`config.mk`:
```
export PLATFORM = sky130hd
export DESIGN_NAME = bit_stuffer_encode_flat
export DESIGN_NICKNAME = d
export VERILOG_FILES = /design/src/rtl/usb_pkg.sv /design/src/rtl/bit_stuffer_encode_if.sv /design/src/rtl/bit_stuffer_encode_fsm.sv /design/src/rtl/bit_stuffer_encode.sv /design/src/flat_wrapper.sv
export SDC_FILE = /design/constraint.sdc
export NUM_CORES = 1
export LEC_CHECK = 0
export ABC_AREA = 0
export CORE_MARGIN = 5
export CORE_UTILIZATION = 43
export CTS_CLUSTER_SIZE = 30
export DETAILED_ROUTE_END_ITERATION = 16
export PLACE_DENSITY = 0.72
export SYNTH_ARGS = -nofsm -noshare
export SYNTH_HDL_FRONTEND = slang
export SYNTH_SLANG_ARGS = --single-unit
export TNS_END_PERCENT = 5
```
`constraint.sdc`:
```
create_clock -name clock -period 1.4 [get_ports clock]
set_input_delay 0.28 -clock clock [delete_from_list [all_inputs] [get_ports clock]]
set_output_delay 0.28 -clock clock [all_outputs]
set_load 0.05 [all_outputs]
```
`src/rtl/usb_pkg.sv`:
```
// Shared USB serial-path definitions used by the transmit bit stuffer and
// the receive-side bit-stuff remover.
package usb_pkg;

   // Number of consecutive 1s after which a 0 is inserted on the wire.
   localparam int STUFF_LEN = 6;

   // Bit-stuffer FSM states.
   typedef enum logic [1:0] {
      IDLE  = 2'd0,
      SEND  = 2'd1,
      STUFF = 2'd2
   } bs_state_t;

endpackage

```
`src/rtl/bit_stuffer_encode_if.sv`:
```
// Serial bit stream between the packet serializer, the bit stuffer and the
// NRZI encoder.
//
// Handshake: a bit is transferred on a rising clock edge when in_sending=1
// and stall=0. While stall=1 the source holds in_bit and in_sending. On the
// output side each cycle with bs_sending=1 carries one bit on out_bit, and
// there is no backpressure.
interface bit_stuffer_encode_if;
   logic in_sending;
   logic in_bit;
   logic stall;
   logic out_bit;
   logic bs_sending;

   // Serializer side: drives bits and obeys stall.
   modport master (
      output in_sending,
      output in_bit,
      input  stall,
      input  out_bit,
      input  bs_sending
   );

   // Bit stuffer side.
   modport slave (
      input  in_sending,
      input  in_bit,
      output stall,
      output out_bit,
      output bs_sending
   );
endinterface

```
`src/rtl/bit_stuffer_encode_fsm.sv`:
```
// Bit-stuffer control: state register plus next-state and output decode.
// The counters themselves live in the top; this block only says when to
// bump or clear them.
module bit_stuffer_encode_fsm
   import usb_pkg::*;
(
   input  logic      clock,
   input  logic      reset_n,
   input  logic      in_sending,
   input  logic      in_bit,
   input  logic      run_full,   // ones_cnt == STUFF_LEN-1
   output logic      out_pass,   // out_bit follows in_bit this cycle
   output logic      bs_sending,
   output logic      stall,
   output logic      oc_inc,
   output logic      oc_clr,
   output logic      sc_inc,
   output logic      sc_clr,
   output bs_state_t state
);

   bs_state_t next_state;

   // State register; reset aborts any packet or pending stuffed bit.
   always_ff @(posedge clock or negedge reset_n) begin
      if (!reset_n) state <= IDLE;
      else          state <= next_state;
   end

   // Next-state and output decode. Outputs are gated by reset_n so they drop
   // the moment reset is asserted, even if upstream still presents a bit.
   // When oc_clr and oc_inc are both set the run counter loads 1.
   always_comb begin
      next_state = state;
      out_pass   = 1'b0;
      bs_sending = 1'b0;
      stall      = 1'b0;
      oc_inc     = 1'b0;
      oc_clr     = 1'b0;
      sc_inc     = 1'b0;
      sc_clr     = 1'b0;
      if (reset_n) begin
         unique case (state)
            IDLE: begin
               oc_clr = 1'b1;
               if (in_sending) begin
                  out_pass   = 1'b1;
                  bs_sending = 1'b1;
                  sc_clr     = 1'b1;
                  oc_inc     = in_bit;
                  next_state = SEND;
               end
            end
            SEND: begin
               if (in_sending) begin
                  out_pass   = 1'b1;
                  bs_sending = 1'b1;
                  if (!in_bit) begin
                     oc_clr = 1'b1;
                  end else if (run_full) begin
                     oc_clr     = 1'b1;
                     next_state = STUFF;
                  end else begin
                     oc_inc = 1'b1;
                  end
               end else begin
                  oc_clr     = 1'b1;
                  next_state = IDLE;
               end
            end
            STUFF: begin
               // Emit the inserted 0 and hold the upstream bit for one cycle.
               bs_sending = 1'b1;
               stall      = 1'b1;
               sc_inc     = 1'b1;
               next_state = in_sending ? SEND : IDLE;
            end
            default: next_state = IDLE;
         endcase
      end
   end

endmodule

```
`src/rtl/bit_stuffer_encode.sv`:
```
// Transmit USB bit stuffer: passes the serial stream through unchanged and
// inserts a 0 after every STUFF_LEN consecutive 1s, stalling the serializer
// for the inserted cycle. Also counts insertions per packet for status.
module bit_stuffer_encode
   import usb_pkg::*;
#(
   parameter int STUFF_LEN_P = usb_pkg::STUFF_LEN,
   parameter int CNT_W       = 8
) (
   input  logic                 clock,
   input  logic                 reset_n,
   bit_stuffer_encode_if.slave  bus,
   output logic [CNT_W-1:0]     stuff_cnt,
   output bs_state_t            state
);

   localparam int OC_W = $clog2(STUFF_LEN_P + 1);

   logic [OC_W-1:0] ones_cnt;
   logic            run_full;
   logic            out_pass;
   logic            oc_inc;
   logic            oc_clr;
   logic            sc_inc;
   logic            sc_clr;

   assign run_full = (ones_cnt == OC_W'(STUFF_LEN_P - 1));

   bit_stuffer_encode_fsm u_fsm (
      .clock      (clock),
      .reset_n    (reset_n),
      .in_sending (bus.in_sending),
      .in_bit     (bus.in_bit),
      .run_full   (run_full),
      .out_pass   (out_pass),
      .bs_sending (bus.bs_sending),
      .stall      (bus.stall),
      .oc_inc     (oc_inc),
      .oc_clr     (oc_clr),
      .sc_inc     (sc_inc),
      .sc_clr     (sc_clr),
      .state      (state)
   );

   // Inserted bits are 0, so the output mux reduces to a gate.
   assign bus.out_bit = out_pass & bus.in_bit;

   // Run length of 1s emitted since the last 0 (real or inserted).
   always_ff @(posedge clock or negedge reset_n) begin
      if (!reset_n)    ones_cnt <= '0;
      else if (oc_clr) ones_cnt <= OC_W'(oc_inc);
      else if (oc_inc) ones_cnt <= ones_cnt + 1'b1;
   end

   // Per-packet insertion count; holds after the packet, saturates at max.
   always_ff @(posedge clock or negedge reset_n) begin
      if (!reset_n)
         stuff_cnt <= '0;
      else if (sc_clr)
         stuff_cnt <= '0;
      else if (sc_inc && (stuff_cnt != {CNT_W{1'b1}}))
         stuff_cnt <= stuff_cnt + 1'b1;
   end

endmodule
```
`src/flat_wrapper.sv`:
```
// flat-port wrapper written by rule: the top's interface ports become plain ports
module bit_stuffer_encode_flat import usb_pkg::*;
#(
   parameter int STUFF_LEN_P = usb_pkg::STUFF_LEN,
   parameter int CNT_W       = 8
)
  (clock, reset_n, stuff_cnt, state, bus_in_sending, bus_in_bit, bus_stall, bus_out_bit, bus_bs_sending);
  bit_stuffer_encode_if bus_i ();
  input  logic clock;
  input  logic reset_n;
  output logic [CNT_W-1:0] stuff_cnt;
  output bs_state_t state;
  input wire logic [$bits(bus_i.in_sending)-1:0] bus_in_sending;
  input wire logic [$bits(bus_i.in_bit)-1:0] bus_in_bit;
  output wire logic [$bits(bus_i.stall)-1:0] bus_stall;
  output wire logic [$bits(bus_i.out_bit)-1:0] bus_out_bit;
  output wire logic [$bits(bus_i.bs_sending)-1:0] bus_bs_sending;
  assign bus_i.in_sending = bus_in_sending;
  assign bus_i.in_bit = bus_in_bit;
  assign bus_stall = bus_i.stall;
  assign bus_out_bit = bus_i.out_bit;
  assign bus_bs_sending = bus_i.bs_sending;
  bit_stuffer_encode #(.STUFF_LEN_P(STUFF_LEN_P), .CNT_W(CNT_W)) u_core (.clock(clock), .reset_n(reset_n), .bus(bus_i), .stuff_cnt(stuff_cnt), .state(state));
endmodule
```
==> reports/results.txt <==
Hold WS: 0.109 ns
Fin. Hold Viols: 0
reg2reg path depth: 4
vias in the first global route: 856
Synth area leader: dfrtp_1
status: finished, violations left
worst-margin pin slew: 0.306 ns
Rel. slew slack: 79.4%
Starting Density: 44.6%
Slew Limit Fails: 0
Pre-antenna DRT Iters: 5
skew final: 0.00217 ns
post-synth top area share: 43.2%
P per Cell Area: 537 nW/µm²
Critical Path Start Type: register
Routed WL: 2660 µm
Post-synth top flop: dfrtp_1
Max Freq: 0.631 GHz
Layout area overhead: 90.4%
Design Power: 0.769 mW
IO Port Bufs: 16
via count: 901
CP peak stage delay: 0.49 ns
Die W: 51.9 µm
cell area after placement: 1300 µm²
Crit Path Max Fanout: 4
first-pass GRT wire length: 3860 µm
clock transition at the registers of the reported paths: 0.07 ns
WL/cell: 17.4 µm
drt drc: 0
most frequent cell after synthesis: dfrtp_1
Rows: 15
initial DRC count: 19
global route overflow: 0
total track usage: 19.5%
Critical Path AT: 1.79 ns
Cell variety after synth: 33
Routed met2 length: 1460 µm
Area contributors post-synth: dfrtp_1 (43%), ha_1 (5.0%), nor2_1 (4.5%)
Die Y: 51.9 µm
cts bufs inserted: 3
fill count: 91
layout cells sized above 1: 54.4%
root buffer cell: clkbuf_4
DIE AREA: 2690 µm²
register bit total from synthesis: 13
post-synth net total: 86
Mapped Area: 753 µm²
Met3 Wirelength: 106 µm
initial antenna violation count: 0
crit path capture type: register
EDFF count, synth: 0
minimum clock period: 1.58 ns
Max-Cap Viols: 0
CTS Buffer Depth: 2
crit path cell chain: and3b_2, nand3_2, or4_1, a21oi_2
Min-Delay Path Class: input pin to asynchronous set/reset pin
core area: 1690 µm²
Post-synth top cells: dfrtp_1 (13), nor2_1 (9), a21oi_1 (6), nand2_1 (6), nand3_1 (5)
Routed Antenna Nets: 0
unrepaired setup endpoints after global routing: yes
worst flop-to-flop path startpoint: u_core.u_fsm.state[0]$_DFFE_PN0P_
Post-Syn Area per Cell: 9.53 µm²
Synth Warn #: 0
sequential share of the synthesized area: 43.2%
Post-synth ARST share: 100%
Via density: 5.89
final setup vio count: 13
met1 wire length: 1010 µm
num ports: 17
Final nets: 144
clk_lat worst skew: 0.27 ns
Pleak: 0.674 nW
r2r endpoint: u_core.stuff_cnt[5]$_DFFE_PN0P_
top layer in use: met4
VDD IR max: 0.423 mV
post-DP HPWL: 1780 µm
clk sinks: 13
largest net degree at the start of global routing: 11
Crit-path slowest cell: or4_1
R2R setup slack: -0.18 ns
H-tree depth: 1
failing checks: negative setup slack
Required @ worst endpoint: 1.61 ns
design area: 1430 µm²
gpl congestion: 0.871
cell count after synthesis: 79
CTS tree: built
antenna cell count: 0
Final WS setup: -0.185 ns
critical path class: register to register
Final period util: 113%
flip-flops by register name, summed over array words and instances, names as in the netlist:
name                cells
u_core.ones_cnt         3
u_core.stuff_cnt        8
u_core.u_fsm.state      2
layout make-up:
cell class,count,area (µm²),share of cell area [%]
Clock buffer,4,26.3,1.83
Inverter,3,11.3,0.785
Multi-Input combinational cell,62,460,32.1
Sequential cell,13,330,23.0
Tap cell,17,21.3,1.48
Timing Repair Buffer,54,584,40.8
cell families (layout without fill, tap and decap cells):
group / after synthesis / after routing / synth area share (%)
AO/OA/AOI/OAI: 17 / 17 / 15.1
XOR/XNOR: 2 / 2 / 2.33
adder cells (fa/ha/maj): 3 / 3 / 4.98
buffers and inverters: 4 / 61 / 2.99
flip-flops: 13 / 13 / 43.2
multiplexers: 1 / 1 / 1.33
AND/OR/NAND/NOR: 39 / 39 / 30.1
metrics by stage:
step                setup slack [ns]  setup TNS, ns  utilization [%]  instances
floorplan                     -0.245          -1.43                -         79
global placement              -0.352          -3.80             77.0        143
detailed placement            -0.444          -4.41             77.0        143
CTS                           -0.165         -0.625             81.2        149
global route                  -0.216          -1.66             84.9        153
finish                        -0.185          -1.04             84.9        153
worst max-delay path, delay by kind of cell (launching register included):
family	cells	cell delay [ns]
and+or+nand+nor	3	0.91
DFF	1	0.44
AOI/OAI and AO/OA	1	0.16
worst max path at each step:
stage / slack [ns] / startpoint / cells past startpoint / endpoint
global route: -0.22 / u_core.u_fsm.state[1]$_DFFE_PN0P_ / 3 / bus_out_bit
floorplan: -0.24 / u_core.u_fsm.state[0]$_DFFE_PN0P_ / 5 / u_core.stuff_cnt[5]$_DFFE_PN0P_
detailed placement: -0.44 / reset_n / 5 / u_core.stuff_cnt[5]$_DFFE_PN0P_
CTS: -0.17 / u_core.u_fsm.state[1]$_DFFE_PN0P_ / 3 / bus_out_bit
global placement: -0.35 / reset_n / 5 / u_core.stuff_cnt[5]$_DFFE_PN0P_
finish: -0.18 / u_core.u_fsm.state[0]$_DFFE_PN0P_ / 4 / u_core.stuff_cnt[5]$_DFFE_PN0P_
where the power goes:
| part | internal [mW] | switching [mW] | total [mW] |
|---|---|---|---|
| Combinational | 0.0801 | 0.0782 | 0.158 |
| Sequential | 0.382 | 0.00556 | 0.387 |
| Clock | 0.111 | 0.113 | 0.224 |
| Total | 0.572 | 0.197 | 0.769 |
cells in the final DEF (no fill, tap or decap), types with 2 or more instances in the layout:
master | Yosys | final
a21oi_1 | 6 | 4
a21oi_2 | 0 | 2
and3_1 | 2 | 2
buf_12 | 0 | 13
buf_4 | 0 | 35
buf_6 | 1 | 3
clkbuf_4 | 0 | 3
dfrtp_1 | 13 | 9
dfrtp_2 | 0 | 4
dlygate4sd2_1 | 0 | 2
ha_2 | 0 | 2
inv_1 | 3 | 3
nand2_1 | 6 | 5
nand3_1 | 5 | 4
nand3_2 | 1 | 2
nand4_1 | 3 | 3
nor2_1 | 9 | 9
o211ai_1 | 2 | 2
o31ai_1 | 3 | 2
or4_1 | 2 | 2
xor2_1 | 2 | 2
routing by layer:
metal	GRT usage [%]	up-vias
met2	36.8	30
met1	20.7	455
li1	-	408
met4	6.55	0
met3	4.58	8
met5	0	-
repair_timing:
item,CTS,global route
gates resized for setup,10,8
endpoints found under the setup margin,13,14
setup buffers,2,4
pin swaps,0,3
hold buffers,0,0
gates cloned,0,0
Note: power is estimated with default switching activity, not from simulation.
